File: src/rtl/alu_pkg.sv
// ---------------------------------------------------------------------------
// alu_pkg
// Shared definitions for the execute/writeback stage.
// Contents: opcode codes (matching the register file encoding, including
// MOV/IMOV), register index constants, the FSM state encoding, the default
// datapath width and opcode classification helpers.
// Optional feature macro used by the users of this package: ALU_MULDIV_EN.
// ---------------------------------------------------------------------------
package alu_pkg;

  localparam int WIDTH = 16;

  localparam logic [5:0] OP_ADD  = 6'b000001;
  localparam logic [5:0] OP_SUB  = 6'b000010;
  localparam logic [5:0] OP_MOV  = 6'b000100;
  localparam logic [5:0] OP_IMOV = 6'b100100;
  localparam logic [5:0] OP_AND  = 6'b000101;
  localparam logic [5:0] OP_OR   = 6'b000110;
  localparam logic [5:0] OP_XOR  = 6'b000111;
  localparam logic [5:0] OP_LSL  = 6'b001000;
  localparam logic [5:0] OP_LSR  = 6'b001001;
  localparam logic [5:0] OP_MUL  = 6'b001010;
  localparam logic [5:0] OP_DIV  = 6'b001011;

  localparam logic [1:0] REG_X           = 2'd0;
  localparam logic [1:0] REG_Y           = 2'd1;
  localparam logic [1:0] REG_ACCUMULATOR = 2'd2;

  typedef enum logic [1:0] {
    ST_IDLE = 2'd0,
    ST_EXEC = 2'd1,
    ST_ITER = 2'd2,
    ST_WB   = 2'd3
  } state_t;

  // Operations finished by the combinational ALU in one EXEC cycle.
  function automatic logic is_single_op(input logic [5:0] op);
    case (op)
      OP_ADD, OP_SUB, OP_MOV, OP_IMOV, OP_AND, OP_OR, OP_XOR, OP_LSL, OP_LSR:
        return 1'b1;
      default:
        return 1'b0;
    endcase
  endfunction

  // Operations that need the iterative multiply/divide unit.
  function automatic logic is_muldiv_op(input logic [5:0] op);
    return (op == OP_MUL) || (op == OP_DIV);
  endfunction

endpackage

File: src/rtl/alu_execute_if.sv
// ---------------------------------------------------------------------------
// alu_execute_if
// Bundles the request side (control sequencer + register file read ports)
// and the writeback side (register file write port, flags, handshake) of the
// execute stage.
//   master : sequencer/testbench view (drives start/opcode/operands/dest)
//   slave  : execute stage view (drives busy/done/write port/flags/illegal)
// ---------------------------------------------------------------------------
interface alu_execute_if import alu_pkg::*; #(parameter int W = WIDTH);

  logic         start;
  logic [5:0]   opcode;
  logic [W-1:0] operand_a;
  logic [W-1:0] operand_b;
  logic [1:0]   dest;

  logic         busy;
  logic         done;
  logic         write_enable;
  logic [1:0]   write_destination;
  logic [W-1:0] write_data;
  logic         flag_z;
  logic         flag_n;
  logic         flag_c;
  logic         flag_v;
  logic         illegal;

  modport master (
    output start, opcode, operand_a, operand_b, dest,
    input  busy, done, write_enable, write_destination, write_data,
    input  flag_z, flag_n, flag_c, flag_v, illegal
  );

  modport slave (
    input  start, opcode, operand_a, operand_b, dest,
    output busy, done, write_enable, write_destination, write_data,
    output flag_z, flag_n, flag_c, flag_v, illegal
  );

endinterface

File: src/rtl/seq_muldiv.sv
// ---------------------------------------------------------------------------
// seq_muldiv
// Iterative unsigned multiply (shift-add) and restoring divide, one step per
// clock, W steps per operation.
// Ports:
//   clk, rst   clock / asynchronous active-low reset
//   start_i    load operands and begin (a_i, b_i, op_div_i sampled)
//   op_div_i   0 = multiply, 1 = divide
//   a_i, b_i   multiplicand/multiplier or dividend/divisor
//   result_o   low product half or quotient
//   carry_o    multiply: high product half nonzero; divide: divisor was zero
//   done_o     high for the one cycle in which result_o/carry_o are final
// ---------------------------------------------------------------------------
module seq_muldiv import alu_pkg::*; #(parameter int W = WIDTH) (
  input  logic         clk,
  input  logic         rst,
  input  logic         start_i,
  input  logic         op_div_i,
  input  logic [W-1:0] a_i,
  input  logic [W-1:0] b_i,
  output logic [W-1:0] result_o,
  output logic         carry_o,
  output logic         done_o
);

  localparam int CW = $clog2(W + 1);

  // hi: partial product high half / partial remainder
  // lo: multiplier shifting out, product low half / dividend shifting out, quotient
  logic [W-1:0]  hi_q, hi_d, lo_q, lo_d, b_q;
  logic          div_q, active_q, active_d;
  logic [CW-1:0] cnt_q, cnt_d;
  logic [W:0]    add_sum;
  logic [W:0]    shifted;
  logic          fits;
  logic [W-1:0]  rem_sub;

  always_comb begin
    hi_d     = hi_q;
    lo_d     = lo_q;
    cnt_d    = cnt_q;
    active_d = active_q;
    add_sum  = {1'b0, hi_q} + (lo_q[0] ? {1'b0, b_q} : '0);
    shifted  = {hi_q, lo_q[W-1]};
    fits     = shifted >= {1'b0, b_q};
    // When the divisor fits, the true difference is below 2^W, so the
    // truncated subtraction is exact.
    rem_sub  = shifted[W-1:0] - b_q;
    if (start_i) begin
      hi_d     = '0;
      lo_d     = a_i;
      cnt_d    = CW'(W);
      active_d = 1'b1;
    end else if (active_q) begin
      if (cnt_q != 0) begin
        cnt_d = cnt_q - 1'b1;
        if (div_q) begin
          // A zero divisor always "fits", so the quotient saturates to all ones.
          hi_d = fits ? rem_sub : shifted[W-1:0];
          lo_d = {lo_q[W-2:0], fits};
        end else begin
          hi_d = add_sum[W:1];
          lo_d = {add_sum[0], lo_q[W-1:1]};
        end
      end else begin
        active_d = 1'b0;
      end
    end
  end

  always_ff @(posedge clk or negedge rst) begin
    if (!rst) begin
      hi_q     <= '0;
      lo_q     <= '0;
      b_q      <= '0;
      div_q    <= 1'b0;
      active_q <= 1'b0;
      cnt_q    <= '0;
    end else begin
      hi_q     <= hi_d;
      lo_q     <= lo_d;
      cnt_q    <= cnt_d;
      active_q <= active_d;
      if (start_i) begin
        b_q   <= b_i;
        div_q <= op_div_i;
      end
    end
  end

  assign result_o = lo_q;
  assign carry_o  = div_q ? (b_q == '0) : (hi_q != '0);
  assign done_o   = active_q && (cnt_q == '0);

endmodule

File: src/rtl/alu_execute.sv
// ---------------------------------------------------------------------------
// alu_execute
// Execute/writeback stage behind the register file. Accepts one request on
// start, computes it (single-cycle ALU or iterative MUL/DIV) and issues one
// register file write with done, updating the Z/N/C/V flags.
// Ports:
//   clk   system clock, rising edge
//   rst   asynchronous active-low reset
//   bus   alu_execute_if.slave: start/opcode/operand_a/operand_b/dest in,
//         busy/done/write_enable/write_destination/write_data,
//         flag_z/flag_n/flag_c/flag_v/illegal out
// Optional feature: ALU_MULDIV_EN enables MUL/DIV (seq_muldiv); without it
// MUL/DIV decode as illegal and no iterative datapath is built.
// ---------------------------------------------------------------------------
module alu_execute import alu_pkg::*; #(parameter int W = WIDTH) (
  input logic         clk,
  input logic         rst,
  alu_execute_if.slave bus
);

  state_t       state_q, state_d;
  logic [W-1:0] a_q, b_q, result_q;
  logic [5:0]   op_q;
  logic [1:0]   dest_q;
  logic         z_q, n_q, c_q, v_q, illegal_q;

  logic accept, op_ok, muldiv_req;

  // Requests are only looked at in IDLE; anything while busy is dropped.
  assign accept = (state_q == ST_IDLE) && bus.start;

`ifdef ALU_MULDIV_EN
  logic [W-1:0] md_result;
  logic         md_carry, md_done;

  assign muldiv_req = is_muldiv_op(bus.opcode);

  seq_muldiv #(.W(W)) u_muldiv (
    .clk      (clk),
    .rst      (rst),
    .start_i  (accept && op_ok && muldiv_req),
    .op_div_i (bus.opcode == OP_DIV),
    .a_i      (bus.operand_a),
    .b_i      (bus.operand_b),
    .result_o (md_result),
    .carry_o  (md_carry),
    .done_o   (md_done)
  );
`else
  assign muldiv_req = 1'b0;
`endif

  assign op_ok = (is_single_op(bus.opcode) || muldiv_req) && (bus.dest <= REG_ACCUMULATOR);

  always_comb begin
    state_d = state_q;
    case (state_q)
      ST_IDLE: if (accept && op_ok) state_d = muldiv_req ? ST_ITER : ST_EXEC;
      ST_EXEC: state_d = ST_WB;
`ifdef ALU_MULDIV_EN
      ST_ITER: if (md_done) state_d = ST_WB;
`endif
      ST_WB:   state_d = ST_IDLE;
      default: state_d = ST_IDLE;
    endcase
  end

  always_ff @(posedge clk or negedge rst) begin
    if (!rst) state_q <= ST_IDLE;
    else      state_q <= state_d;
  end

  // Single-cycle ALU on the latched operands.
  logic [W-1:0] alu_res;
  logic         alu_c, alu_v;
  logic [W:0]   wide;
  logic [3:0]   amt;

  always_comb begin
    alu_res = a_q;
    alu_c   = 1'b0;
    alu_v   = 1'b0;
    wide    = '0;
    amt     = b_q[3:0];
    case (op_q)
      OP_ADD: begin
        wide    = {1'b0, a_q} + {1'b0, b_q};
        alu_res = wide[W-1:0];
        alu_c   = wide[W];
        alu_v   = (a_q[W-1] == b_q[W-1]) && (alu_res[W-1] != a_q[W-1]);
      end
      OP_SUB: begin
        wide    = {1'b0, a_q} - {1'b0, b_q};
        alu_res = wide[W-1:0];
        alu_c   = wide[W];
        alu_v   = (a_q[W-1] != b_q[W-1]) && (alu_res[W-1] != a_q[W-1]);
      end
      OP_AND: alu_res = a_q & b_q;
      OP_OR:  alu_res = a_q | b_q;
      OP_XOR: alu_res = a_q ^ b_q;
      // The extra bit catches the last bit shifted out; zero for amount 0.
      OP_LSL: begin
        wide    = {1'b0, a_q} << amt;
        alu_res = wide[W-1:0];
        alu_c   = wide[W];
      end
      OP_LSR: begin
        wide    = {a_q, 1'b0} >> amt;
        alu_res = wide[W:1];
        alu_c   = wide[0];
      end
      default: alu_res = a_q;  // MOV / IMOV
    endcase
  end

  // Result and flags load on the edge entering WB so they are valid with
  // write_enable and then hold until the next writeback.
  always_ff @(posedge clk or negedge rst) begin
    if (!rst) begin
      a_q       <= '0;
      b_q       <= '0;
      op_q      <= '0;
      dest_q    <= '0;
      result_q  <= '0;
      z_q       <= 1'b0;
      n_q       <= 1'b0;
      c_q       <= 1'b0;
      v_q       <= 1'b0;
      illegal_q <= 1'b0;
    end else begin
      illegal_q <= accept && !op_ok;
      if (accept && op_ok) begin
        a_q    <= bus.operand_a;
        b_q    <= bus.operand_b;
        op_q   <= bus.opcode;
        dest_q <= bus.dest;
      end
      if (state_q == ST_EXEC) begin
        result_q <= alu_res;
        z_q      <= (alu_res == '0);
        n_q      <= alu_res[W-1];
        c_q      <= alu_c;
        v_q      <= alu_v;
      end
`ifdef ALU_MULDIV_EN
      if ((state_q == ST_ITER) && md_done) begin
        result_q <= md_result;
        z_q      <= (md_result == '0);
        n_q      <= md_result[W-1];
        c_q      <= md_carry;
        v_q      <= 1'b0;
      end
`endif
    end
  end

  assign bus.busy              = (state_q != ST_IDLE);
  assign bus.done              = (state_q == ST_WB);
  assign bus.write_enable      = (state_q == ST_WB);
  assign bus.write_destination = dest_q;
  assign bus.write_data        = result_q;
  assign bus.flag_z            = z_q;
  assign bus.flag_n            = n_q;
  assign bus.flag_c            = c_q;
  assign bus.flag_v            = v_q;
  assign bus.illegal           = illegal_q;

endmodule

File: src/flat_wrapper.sv
// flat-port wrapper written by rule: the top's interface ports become plain ports
module alu_execute_flat import alu_pkg::*;
#(parameter int W = WIDTH)
  (clk, rst, bus_start, bus_opcode, bus_operand_a, bus_operand_b, bus_dest, bus_busy, bus_done, bus_write_enable, bus_write_destination, bus_write_data, bus_flag_z, bus_flag_n, bus_flag_c, bus_flag_v, bus_illegal);
  alu_execute_if #(.W(W)) bus_i ();
  input logic clk;
  input logic rst;
  input wire logic [$bits(bus_i.start)-1:0] bus_start;
  input wire logic [$bits(bus_i.opcode)-1:0] bus_opcode;
  input wire logic [$bits(bus_i.operand_a)-1:0] bus_operand_a;
  input wire logic [$bits(bus_i.operand_b)-1:0] bus_operand_b;
  input wire logic [$bits(bus_i.dest)-1:0] bus_dest;
  output wire logic [$bits(bus_i.busy)-1:0] bus_busy;
  output wire logic [$bits(bus_i.done)-1:0] bus_done;
  output wire logic [$bits(bus_i.write_enable)-1:0] bus_write_enable;
  output wire logic [$bits(bus_i.write_destination)-1:0] bus_write_destination;
  output wire logic [$bits(bus_i.write_data)-1:0] bus_write_data;
  output wire logic [$bits(bus_i.flag_z)-1:0] bus_flag_z;
  output wire logic [$bits(bus_i.flag_n)-1:0] bus_flag_n;
  output wire logic [$bits(bus_i.flag_c)-1:0] bus_flag_c;
  output wire logic [$bits(bus_i.flag_v)-1:0] bus_flag_v;
  output wire logic [$bits(bus_i.illegal)-1:0] bus_illegal;
  assign bus_i.start = bus_start;
  assign bus_i.opcode = bus_opcode;
  assign bus_i.operand_a = bus_operand_a;
  assign bus_i.operand_b = bus_operand_b;
  assign bus_i.dest = bus_dest;
  assign bus_busy = bus_i.busy;
  assign bus_done = bus_i.done;
  assign bus_write_enable = bus_i.write_enable;
  assign bus_write_destination = bus_i.write_destination;
  assign bus_write_data = bus_i.write_data;
  assign bus_flag_z = bus_i.flag_z;
  assign bus_flag_n = bus_i.flag_n;
  assign bus_flag_c = bus_i.flag_c;
  assign bus_flag_v = bus_i.flag_v;
  assign bus_illegal = bus_i.illegal;
  alu_execute #(.W(W)) u_core (.clk(clk), .rst(rst), .bus(bus_i));
endmodule
File: config.mk
export PLATFORM = sky130hd
export DESIGN_NAME = alu_execute_flat
export DESIGN_NICKNAME = d
export VERILOG_FILES = /design/src/rtl/alu_pkg.sv /design/src/rtl/alu_execute_if.sv /design/src/rtl/seq_muldiv.sv /design/src/rtl/alu_execute.sv /design/src/flat_wrapper.sv
export SDC_FILE = /design/constraint.sdc
export NUM_CORES = 1
export LEC_CHECK = 0
export CORE_MARGIN = 1.5
export CORE_UTILIZATION = 59
export CTS_CLUSTER_DIAMETER = 120
export DETAILED_ROUTE_END_ITERATION = 6
export HOLD_SLACK_MARGIN = 0.15
export PLACE_DENSITY = 0.85
export RECOVER_POWER = 100
export SLEW_MARGIN = 20
export SYNTH_ARGS = -nofsm -noshare
export SYNTH_HDL_FRONTEND = slang
export SYNTH_HIERARCHICAL = 1
export SYNTH_SLANG_ARGS = --single-unit
File: constraint.sdc
create_clock -name clk -period 4.3 [get_ports clk]
set_input_delay 0.86 -clock clk [delete_from_list [all_inputs] [get_ports clk]]
set_output_delay 0.86 -clock clk [all_outputs]
set_load 0.03 [all_outputs]
==> impl_summary.md <==
Final layout
The area growth from synthesis to layout is 15.9%. The final net count is 938. The final design utilization is 70.0%. The number of antenna repair diodes is 0. The proportion of layout cells with a drive suffix above 1 is 11.0%. The post-layout instance area is 7550 sq um. The number of inserted filler cells in the final layout is 849.

Drt
For this block, the initial DRC count from the detailed router was 1081. Using the TritonRoute via totals, the vias-per-cell ratio works out to 7.18. The number of routed nets with antenna violations is 0. For this run, design rule violations remaining after detail routing come to 4.

The routed layout has 7077 vias. Summed over all layers, the routed wires come to 24.5 mm. In the final routed layout, each cell accounts on average for 24.9 um. The first detailed-routing pass ran for 7 iterations.

Critical path
On the critical path, the stage with the largest delay is an instance of nor3_1. The critical path required time is 4.57 ns. The number of cells on the worst reg-to-reg path is 9. The cell that appears most often on the critical path is a2bb2oi_1. The worst-case register-to-register setup slack is 0.31 ns.

The most critical setup path has its startpoint at u_core/op_q[0]$_DFFE_PN0P_. The sort of element at the end of the critical path is a flip-flop. The most critical setup path has its endpoint at u_core/bus.flag_z$_DFFE_PN0P_. The worst reg2reg path startpoint is u_core/op_q[0]$_DFFE_PN0P_. STA classifies the critical path startpoint as a flip-flop. In this design, the stage delay of the slowest critical-path cell is 1.21 ns. In this run the critical register-to-register path is captured at u_core/bus.flag_z$_DFFE_PN0P_.

The critical path class is reg2reg. Walking the worst path, the cells encountered are nand2b_1 > nor3_1 > a2bb2oi_1 > o21ai_0 > a2bb2oi_1 > nor4b_2 > nand4_1 > a2111oi_2 > a41o_1. The data arrival at the endpoint of the critical path is 4.26 ns. The largest driver fanout on the critical path is 20.

Logic synthesis
Counting instances in the post-synthesis netlist gives the leading cell types as nand2_1, o21ai_0, nor2_1. The cell count after synthesis came out at 785. The most frequently used cell type in the post-synthesis netlist is nand2_1. The number of unique standard cell types used by synthesis is 76. Counting flops with an async set or reset pin after synthesis yields a share of 100%. Yosys printed 6 warnings. The count of state elements after synthesis is 62.

Sorting the synthesized cells by area gives the leading types as dfrtp_1, ha_1, mux4_2. Among all flip-flop cells after synthesis, the most frequent one is dfrtp_1. The combined area of all synthesized cells is 6510 sq um. The dominant cell type by area after synthesis is dfrtp_1. Summed over its instances, the top area cell type makes up 23.8% of the synthesized netlist area. The share of the Yosys chip area taken by registers is 23.8%.

Counting every net in the synthesized netlist gives 882. The synthesized area per cell is 8.30 sq um. The number of enable-type register cells in the synthesized netlist is 0.

Clock network
CTS built an H-tree with a depth of 3. Counting the buffers created by CTS gives 9. The total of hold buffers inserted after clock tree synthesis is 0. Buffers added to address setup during post-CTS repair amount to 0. The number of sinks handled by clock tree synthesis is 62.

The number of gates resized after CTS was 0. The clock reaches the later pin of the worst-skew pair after 0.38 ns. The root cell of the clock tree is clkbuf_8. After clock tree synthesis, the clock-pin slew on the worst setup and hold paths is 0.08 ns. The buffer levels on the longest clock path is 2.

TritonCTS built the clock tree.

Timing
The post-route clock skew is 0.0147 ns. The smallest clock period supported by the final layout is computed as 3.99 ns. The final hold violation count is 0.

Setup violations remaining at the end of the flow were counted as 0. Setup repair after global routing left no endpoint under its margin. For the pin with the worst max-slew slack, the measured transition is 2.15 ns. Headroom to the max-slew limit came out at -43.8%. The timing-limited maximum frequency is 251 MHz. Adding up every negative setup slack in the final design gives 0 ns. The post-route clock period utilization is 92.8%.

The final worst slack is 0.309 ns. The count of final max-slew check failures was 29.

Global routing
The number of antenna violations at the first check in global routing came to 0. The combined global-route utilization of all metal layers is 43.4%. The total congestion overflow after global routing is 0.

The number of global-route vias before repair is 6678. The first global-routing pass estimated 37.9 mm of wire. The maximum number of pins on one net before global-route repair is 47.

Worst hold path
The tightest min-delay check is of the reg2reg type.

Die
The effective utilization at floorplan is 60.3%. The core outline area is 10800 sq um. The count of boundary I/O pins is 69. The area of the die is 11700 sq um. The site row count is 38. From left edge to right edge, the die measures 108 um.

The die is 108 um tall.

Outcome
The run finished, with violations left. The checks that failed: design-rule violations, max-capacitance violations, max-slew violations.

Placed design
The number of buffers added on ports is 68. The placed instances occupy a cell area of 7360 sq um. The wire-length estimate of the detail-placed layout is 18.5 mm.

Routability-driven placement finished with a final weighted congestion of 1.10. Timing analysis after detailed placement gives a worst setup slack of 0.668 ns.

Job
The max capacitance violation total is 2.
==> area by class of cell <==
class	count	area, sq um	area share (%)
well taps	140	175	2.32
flip-flops and latches	62	1550	20.6
inverters	52	195	2.59
repair buffers	96	891	11.8
clock inverters	7	96.3	1.28
multi-input cells	620	4520	59.8
clock buffers	9	124	1.64
==> cells by family after synthesis <==
kind of cell | Yosys count | share of synthesized area (%)
AND/OR/NAND/NOR | 242 | 17.7
flip-flops | 62 | 23.8
multiplexers | 68 | 13.9
XOR/XNOR | 9 | 1.21
adder cells (fa/ha/maj) | 54 | 10.6
buffers and inverters | 103 | 6.76
AO/OA/AOI/OAI | 247 | 26.0
==> stage by stage <==
step | hold WS [ns] | cells
floorplan | 0.430 | 785
global placement | 0.466 | 970
detailed placement | 0.471 | 970
CTS | 0.485 | 986
global route | 0.505 | 986
finish | 0.473 | 986
==> routing by layer <==
metal	part of all wire [%]	vias up	GRT usage [%]
li1	-	3029	-
met1	39	3333	59.1
met2	42	611	64.1
met3	14	104	12.2
met4	4.6	0	19.5
met5	0	-	0
==> flip-flops by register name, summed over array words and instances, names as in the netlist, 2 cells and up <==
signal and cells:
u_core/a_q 16, u_core/b_q 16, u_core/state_q 2, u_core/bus.write_data 16, u_core/bus.write_destination 2, u_core/op_q 6
==> worst max-delay path: cells and delay by family (launching register included) <==
family / cells / cell delay (ns)
flops: 1 / 0.80
simple gates: 4 / 1.79
compound gates: 5 / 1.29
==> layout by cell type (no fill, tap or decap), drive strengths merged, types with 10 or more instances in the layout <==
cell type / instances
o22ai: 15
nor3: 23
o31ai: 10
o21ai: 67
inv: 51
dlygate4sd3: 27
nor2: 63
a21oi: 41
nand2: 82
nor2b: 12
dfrtp: 62
buf: 26
mux4: 16
mux2i: 32
nand3: 16
clkdlybuf4s50: 40
ha: 52
mux2: 20
o211ai: 11
clkbuf: 12
==> worst min path at each step <==
stage | startpoint | endpoint | cells after the start
6_report | u_core/bus.write_data[13]$_DFFE_PN0P_ | u_core/bus.write_data[13]$_DFFE_PN0P_ | 2
5_1_grt | u_core/bus.write_data[13]$_DFFE_PN0P_ | u_core/bus.write_data[13]$_DFFE_PN0P_ | 2
4_1_cts | u_core/bus.write_data[13]$_DFFE_PN0P_ | u_core/bus.write_data[13]$_DFFE_PN0P_ | 2
3_5_place_dp | u_core/bus.write_data[13]$_DFFE_PN0P_ | u_core/bus.write_data[13]$_DFFE_PN0P_ | 2
3_3_place_gp | u_core/bus.write_data[7]$_DFFE_PN0P_ | u_core/bus.write_data[7]$_DFFE_PN0P_ | 2
2_1_floorplan | u_core/state_q[1]$_DFFE_PN0P_ | u_core/state_q[0]$_DFFE_PN0P_ | 1
Power of run 1 is not shown: default switching activity piles up to over one toggle a cycle in this logic, so the estimate is an artifact.
